<file path="config.mk">
export PLATFORM = sky130hd
export DESIGN_NAME = data_cache
export DESIGN_NICKNAME = d
export VERILOG_FILES = /design/src/rtl/data_cache.sv
export SDC_FILE = /design/constraint.sdc
export NUM_CORES = 1
export LEC_CHECK = 0
export CORE_MARGIN = 5
export CORE_UTILIZATION = 55
export DETAILED_ROUTE_END_ITERATION = 8
export PLACE_DENSITY = 0.78
export SETUP_SLACK_MARGIN = 0.3
export SYNTH_ARGS = -nofsm -noshare
export SYNTH_HDL_FRONTEND = slang
export SYNTH_SLANG_ARGS = --single-unit
</file>
<file path="constraint.sdc">
create_clock -name clk -period 13.8 [get_ports clk]
set_input_delay 2.76 -clock clk [delete_from_list [all_inputs] [get_ports clk]]
set_output_delay 2.76 -clock clk [all_outputs]
set_load 0.01 [all_outputs]
</file>
<file path="src/rtl/data_cache.sv">
// Direct-mapped, write-back, write-allocate data cache between the MEM-stage data port and main memory.
// Hits are answered combinationally; misses stall the requester while one 4-word line moves per memory handshake.
module data_cache #(
    parameter int unsigned WORD_SIZE  = 16,
    parameter int unsigned INDEX_BITS = 2
) (
    input  logic                   clk,
    input  logic                   reset,
    input  logic                   cpu_read,
    input  logic                   cpu_write,
    input  logic [WORD_SIZE-1:0]   cpu_addr,
    input  logic [WORD_SIZE-1:0]   cpu_wdata,
    output logic [WORD_SIZE-1:0]   cpu_rdata,
    output logic                   cpu_ready,
    output logic                   mem_req,
    output logic                   mem_we,
    output logic [WORD_SIZE-1:0]   mem_addr,
    output logic [4*WORD_SIZE-1:0] mem_wdata,
    input  logic [4*WORD_SIZE-1:0] mem_rdata,
    input  logic                   mem_ack,
    output logic [WORD_SIZE-1:0]   hit_count,
    output logic [WORD_SIZE-1:0]   miss_count
);

    localparam int unsigned NUM_LINES = 1 << INDEX_BITS;
    localparam int unsigned OFF_BITS  = 2;
    localparam int unsigned WORDS     = 4;
    localparam int unsigned TAG_BITS  = WORD_SIZE - INDEX_BITS - OFF_BITS;

    typedef enum logic [1:0] {
        S_IDLE      = 2'd0,
        S_WRITEBACK = 2'd1,
        S_FILL      = 2'd2
    } state_e;

    state_e                  state_q;
    logic [NUM_LINES-1:0]    valid_q;
    logic [NUM_LINES-1:0]    dirty_q;
    logic [TAG_BITS-1:0]     tag_q  [NUM_LINES];
    logic [WORD_SIZE-1:0]    data_q [NUM_LINES][WORDS];
    logic [TAG_BITS-1:0]     miss_tag_q;
    logic [INDEX_BITS-1:0]   miss_idx_q;
    logic                    replay_q;
    logic                    mem_req_q;
    logic                    mem_we_q;
    logic [WORD_SIZE-1:0]    mem_addr_q;
    logic [4*WORD_SIZE-1:0]  mem_wdata_q;
    logic [WORD_SIZE-1:0]    hit_count_q;
    logic [WORD_SIZE-1:0]    miss_count_q;

    logic [TAG_BITS-1:0]     req_tag;
    logic [INDEX_BITS-1:0]   req_idx;
    logic [OFF_BITS-1:0]     req_off;
    logic                    req;
    logic                    hit;
    logic                    idle;

    assign req_tag = cpu_addr[WORD_SIZE-1 -: TAG_BITS];
    assign req_idx = cpu_addr[OFF_BITS +: INDEX_BITS];
    assign req_off = cpu_addr[OFF_BITS-1:0];
    assign req     = cpu_read | cpu_write;
    assign hit     = valid_q[req_idx] & (tag_q[req_idx] == req_tag);
    assign idle    = (state_q == S_IDLE);

    // Zero-latency hit path; a store (even with cpu_read also high) returns no data.
    assign cpu_ready = idle & req & hit;
    assign cpu_rdata = (cpu_ready & ~cpu_write) ? data_q[req_idx][req_off] : '0;

    assign mem_req    = mem_req_q;
    assign mem_we     = mem_we_q;
    assign mem_addr   = mem_addr_q;
    assign mem_wdata  = mem_wdata_q;
    assign hit_count  = hit_count_q;
    assign miss_count = miss_count_q;

    always_ff @(posedge clk) begin
        if (reset) begin
            state_q      <= S_IDLE;
            valid_q      <= '0;
            dirty_q      <= '0;
            miss_tag_q   <= '0;
            miss_idx_q   <= '0;
            replay_q     <= 1'b0;
            mem_req_q    <= 1'b0;
            mem_we_q     <= 1'b0;
            mem_addr_q   <= '0;
            mem_wdata_q  <= '0;
            hit_count_q  <= '0;
            miss_count_q <= '0;
        end else begin
            case (state_q)
                S_IDLE: begin
                    replay_q <= 1'b0;
                    if (cpu_ready) begin
                        // The hit that completes a refilled request is not a first-lookup hit.
                        if (!replay_q && (hit_count_q != '1)) begin
                            hit_count_q <= hit_count_q + WORD_SIZE'(1);
                        end
                        if (cpu_write) begin
                            data_q[req_idx][req_off] <= cpu_wdata;
                            dirty_q[req_idx]         <= 1'b1;
                        end
                    end else if (req) begin
                        if (miss_count_q != '1) begin
                            miss_count_q <= miss_count_q + WORD_SIZE'(1);
                        end
                        replay_q   <= 1'b1;
                        miss_tag_q <= req_tag;
                        miss_idx_q <= req_idx;
                        mem_req_q  <= 1'b1;
                        if (valid_q[req_idx] && dirty_q[req_idx]) begin
                            state_q    <= S_WRITEBACK;
                            mem_we_q   <= 1'b1;
                            mem_addr_q <= {tag_q[req_idx], req_idx, 2'b00};
                            for (int k = 0; k < int'(WORDS); k++) begin
                                mem_wdata_q[k*WORD_SIZE +: WORD_SIZE] <= data_q[req_idx][k];
                            end
                        end else begin
                            state_q     <= S_FILL;
                            mem_we_q    <= 1'b0;
                            mem_addr_q  <= {req_tag, req_idx, 2'b00};
                            mem_wdata_q <= '0;
                        end
                    end
                end
                S_WRITEBACK: begin
                    if (mem_ack) begin
                        dirty_q[miss_idx_q] <= 1'b0;
                        state_q             <= S_FILL;
                        mem_we_q            <= 1'b0;
                        mem_addr_q          <= {miss_tag_q, miss_idx_q, 2'b00};
                    end
                end
                S_FILL: begin
                    if (mem_ack) begin
                        for (int k = 0; k < int'(WORDS); k++) begin
                            data_q[miss_idx_q][k] <= mem_rdata[k*WORD_SIZE +: WORD_SIZE];
                        end
                        tag_q[miss_idx_q]   <= miss_tag_q;
                        valid_q[miss_idx_q] <= 1'b1;
                        dirty_q[miss_idx_q] <= 1'b0;
                        state_q             <= S_IDLE;
                        mem_req_q           <= 1'b0;
                        mem_we_q            <= 1'b0;
                        mem_addr_q          <= '0;
                        mem_wdata_q         <= '0;
                    end
                end
                default: begin
                    state_q   <= S_IDLE;
                    mem_req_q <= 1'b0;
                    mem_we_q  <= 1'b0;
                end
            endcase
        end
    end

endmodule
</file>
After elaboration in Yosys (flattened, before gate mapping). Memories as Yosys holds them, arrays and structs flattened. Index checks and enable logic that the tools add are counted.

Register bits: 139. Bits in writable memories: 304. Input port bits: 101. Output and inout port bits: 131. Logic and storage cells: 126. Memories: 2.

Add/sub/neg operators: 2. $lt $le $gt $ge: 6. Equality and inequality tests: 12. Multiplexer cells: 57. Bitwise gates (word level): 13. Reduce and logical (&&, ||, !) cells: 22.

Memories: data_q (words 4, bits a word 64, rd ports 1, clocked after memory_dff 0, write ports 1, RTL line 40) `logic [WORD_SIZE-1:0] data_q [NUM_LINES][WORDS];`; tag_q (words 4, bits a word 12, rd ports 1, clocked after memory_dff 0, write ports 1, RTL line 39) `logic [TAG_BITS-1:0] tag_q [NUM_LINES];`.

Operators with widths (count): 64-bit two-way mux (7); 16-bit two-way mux (9); 64-bit case mux with 2 select lines (1); 64-bit OR reduction (1); 16-bit case mux with 3 select lines (1); 16-bit by 1-bit adder with 16-bit output (second input constant) (2); 16-bit binary-select mux with 2-bit select (1); 16-bit demux with 2-bit select (1); 16-bit != test (second input constant) (2); 1-bit two-way mux (20); 4-bit AND reduction (5); 12-bit equality test (1); 2-bit two-way mux (6); 4-bit two-way mux (3); 2-bit != test (second input constant) (6); 3-bit AND reduction (3); 4-bit OR (2); 4-bit case mux with 2 select lines (1); 2-bit by 3-bit less-than comparator with 1-bit output (second input constant) (2); 2-bit case mux with 3 select lines (1); 1-bit logical AND (5); 5-bit AND reduction (1); 1-bit AND (4); 4-bit AND (1); 20 further kinds (26).

Logic depth before layout (Yosys ltp).
Depth after elaboration: 9. Gate-level depth with buffers: 12. Gate-level depth less buffers: 9.

Worst setup path after synthesis. No wires, ideal clock.

Path type: in2out. From: input cpu_addr[2]. To: output cpu_rdata[0]. Data arrival time: 5143 ps. Data required time: 11040 ps. Slack: 5897 ps. Cell stages on the path: 7. Buffers on the path: 4. Cells stage by stage: buf_6 buf_6 buf_2 buf_1 mux4_2 mux4_2 and3_1.

Word-level cells in the longest chain between the ends: 6. Elaborated cells between the ends (all ways): 12. Those cells by class: eq/ne: 1; mux: 6; bitwise: 3; memory: 2.

Ends and longest elaborated chain: start: declaration (RTL line 11) `input logic [WORD_SIZE-1:0] cpu_addr,`; memory read 4 x 12 bit / 1-bit binary-select mux with 2-bit select (equally long branches); 12-bit equality test / 1-bit two-way mux (equally long branches) (RTL line 62) `assign hit = valid_q[req_idx] & (tag_q[req_idx] == req_tag);`; 1-bit AND (RTL line 62); 1-bit AND (RTL line 66) `assign cpu_ready = idle & req & hit;`; 1-bit AND (RTL line 67) `assign cpu_rdata = (cpu_ready & ~cpu_write) ? data_q[req_idx][req_off] : '0;`; 16-bit two-way mux * (RTL line 67); end: declaration (RTL line 13) `output logic [WORD_SIZE-1:0] cpu_rdata,`.

Mark *: on every way between the ends. The rest lies on a longest branch, timed or not. The select of a mux whose other input is x is not followed.

Worst setup path in the final report.
From: input cpu_addr[2]. To: output cpu_rdata[15].

The elaborated chain is that of the path after synthesis.

==> impl_metrics.py <==
metrics = {
    "power": {
        "p_leak_uw": 0.007911,
        "p_per_area_nw_per_um2": 128.8,
        "ir_drop_uv": 90.09,
    },
    "drt": {
        "vias": 12750,
        "drc_errors": 0,
        "drtIter0Drc": 1245,
        "viasPerCell": 6.130,
        "drt_wl_total_um": 51370,
        "ant_nets": 0,
        "first_pass_iters": 6,
        "wl_per_cell_um": 24.71,
    },
    "critical_path": {
        "crit_arrival_ns": 7.94,
        "criticalPathCategory": "in -> out",
        "crit_path_start_kind": "input pin",
        "cp_max_fo": 46,
        "end_kind": "output port",
        "required_ns": 11.04,
    },
    "clocking": {
        "clkTransAtPathRegs_ns": 0.06,
        "cts_tree": "built",
        "root_buffer": "clkbuf_16",
        "h-tree-depth": 2,
        "cts_resized": 0,
        "cts_sinks": 441,
        "postCtsSetupRepairBufs": 0,
        "ctsHoldBuffers": 0,
        "worstSkewPairLatency_ns": 0.55,
        "cts_made_buffers": 44,
        "cts_buffer_depth": 3,
    },
    "layout": {
        "synthToLayoutAreaGrowth_pct": 22.43,
        "stdcell_count": 2079,
        "post-route-util_pct": 68.23,
        "drive_above_1_share_pct": 13.01,
        "final_cell_area_um2": 22930,
        "nNetsFinal": 1700,
    },
    "synth": {
        "synth.top_cell.area_share_pct": 48.73,
        "synth_edf_count": 304,
        "synth.distinct_cells": 56,
        "ys_ff_latch": 441,
        "ys_warn_count": 0,
        "synthArstFlopShare_pct": 0,
        "syn_area_per_cell_um2": 13.42,
        "yosysTopAreaCell": "edfxtp_1",
        "synthTopCellsByArea": "edfxtp_1 49%, dfxtp_1 15%, mux4_2 11%, nand2_1 6.6%, mux2i_1 4.8%",
        "synthFlopType": "edfxtp_1",
        "synth-seq-area-share_pct": 63.37,
        "netlist_area_um2": 18730,
        "synth_most_common_cell": "nand2_1",
        "synthTopCellsByCount": "330 x nand2_1, 304 x edfxtp_1, 137 x dfxtp_1",
        "syn_inst": 1396,
    },
    "hold_path": {
        "hp-class": "reg -> reg",
    },
    "timing": {
        "tightest_slew_ns": 1.231,
        "skew_ns": 0.01469,
        "final-hold-violation-count": 0,
        "relSlewSlack_pct": 17.91,
        "drv_slew": 0,
        "rsz0062_at_grt": "no",
        "setup_viol": 0,
        "fmax_ghz": 0.09349,
        "fin_tns_setup_ns": 0,
        "fin_ws_ns": 3.103,
        "min_period_ns": 10.70,
        "post-route-period-util_pct": 77.51,
    },
    "floorplan": {
        "ioPinCount": 232,
        "die_h_um": 194.6,
        "core_area_um2": 33620,
        "rows": 67,
        "chipWidth_um": 194.6,
        "design.die.area_um2": 37850,
        "initial_core_util_pct": 55.73,
    },
    "run": {
        "maxCapViolCount": 0,
    },
    "global_route": {
        "grt_pass1_vias": 12680,
        "antenna_found_initial": 1,
        "grt_pass1_wl_um": 77090,
        "grt.overflow.total": 0,
        "grt_util_all_layers_pct": 26.41,
        "grt_max_degree": 104,
    },
    "outcome": {
        "status": "completed",
    },
    "place": {
        "place_congestion": 0.8596,
        "dpl_cell_area_um2": 21410,
        "portBuffers": 229,
        "dp_hpwl_um": 33840,
        "place_inst": 1995,
        "pre_cts_slack_ns": 3.085,
    },
}
state kept, by name, summed over array words and instances (netlist names):
register / count
data_q: 256
dirty_q: 4
hit_count: 16
mem_addr: 14
mem_req: 1
mem_wdata: 64
mem_we: 1
miss_count: 16
miss_idx_q: 2
miss_tag_q: 12
replay_q: 1
state_q: 2
tag_q: 48
valid_q: 4
per-stage QoR:
step,total power (uW),hold WS [ns]
6_report,2954,0.4563
3_5_place_dp,1744,0.4460
3_3_place_gp,1736,0.4437
5_1_grt,3038,0.4730
2_1_floorplan,1636,0.4439
4_1_cts,2961,0.4603
layout make-up:
type                    instances  area, um^2
flip-flops and latches        441       11870
fillers                      2251       10680
multi-input cells             842        6486
repair buffers                249        2432
clock buffers                  59        1217
well taps                     448       560.5
clock inverters                23       302.8
inverters                      15       58.81
diodes                          2       5.005
placed cells by master, fill, tap and decap left out, drive strengths merged, types with 18 or more instances in the layout:
master and n:
clkdlybuf4s50 226, nand3 22, o31ai 23, mux2i 90
dfxtp 137, or4 21, buf 23, a21oi 34
a31oi 20, mux4 94, nor2 39, and3 24
edfxtp 304, nand2 330, o41ai 18, clkbuf 59
critical path, stage by stage:
cell,delay (ns)
buf_4,0.67
buf_4,0.74
mux4_2,0.61
xnor2_1,0.27
nand4_1,0.12
or4_1,0.88
inv_1,0.91
and3_1,0.30
clkdlybuf4s50_1,0.55
metal layers:
layer	up-vias	track usage, %	share of wire (%)
li1	5658	-	-
met1	6306	35.95	38
met2	683	42.71	48
met3	98	4.519	9.6
met4	0	10.89	4.6
met5	-	0	0
final timing paths:
| check | from | endpoint | slack [ns] | cells past startpoint |
|---|---|---|---|---|
| setup / recovery | cpu_addr[2] | cpu_rdata[15] | 3.10 | 9 |
| hold reg to reg | mem_wdata[11] | mem_wdata[11] | 0.46 | 2 |
| setup reg to reg | state_q[0] | data_q[3][28] | 8.78 | 9 |
| hold / removal | mem_wdata[11] | mem_wdata[11] | 0.46 | 2 |
cells by family (layout without fill, tap and decap cells):
group,count (synthesis),in the layout,synth area share (%)
other,1,4,0.02002
flip-flops,441,441,63.37
XOR/XNOR,12,12,0.5610
AO/OA/AOI/OAI,148,148,5.290
AND/OR/NAND/NOR,487,487,11.50
adder cells (fa/ha/maj),6,6,0.4007
buffers and inverters,114,346,2.565
multiplexers,187,187,16.29
power by group:
group / switching, uW / internal [uW]
logic: 155 / 108
registers: 13.5 / 1440
clock network: 497 / 737
total: 666 / 2290
Note: power is estimated with default switching activity, not from simulation.
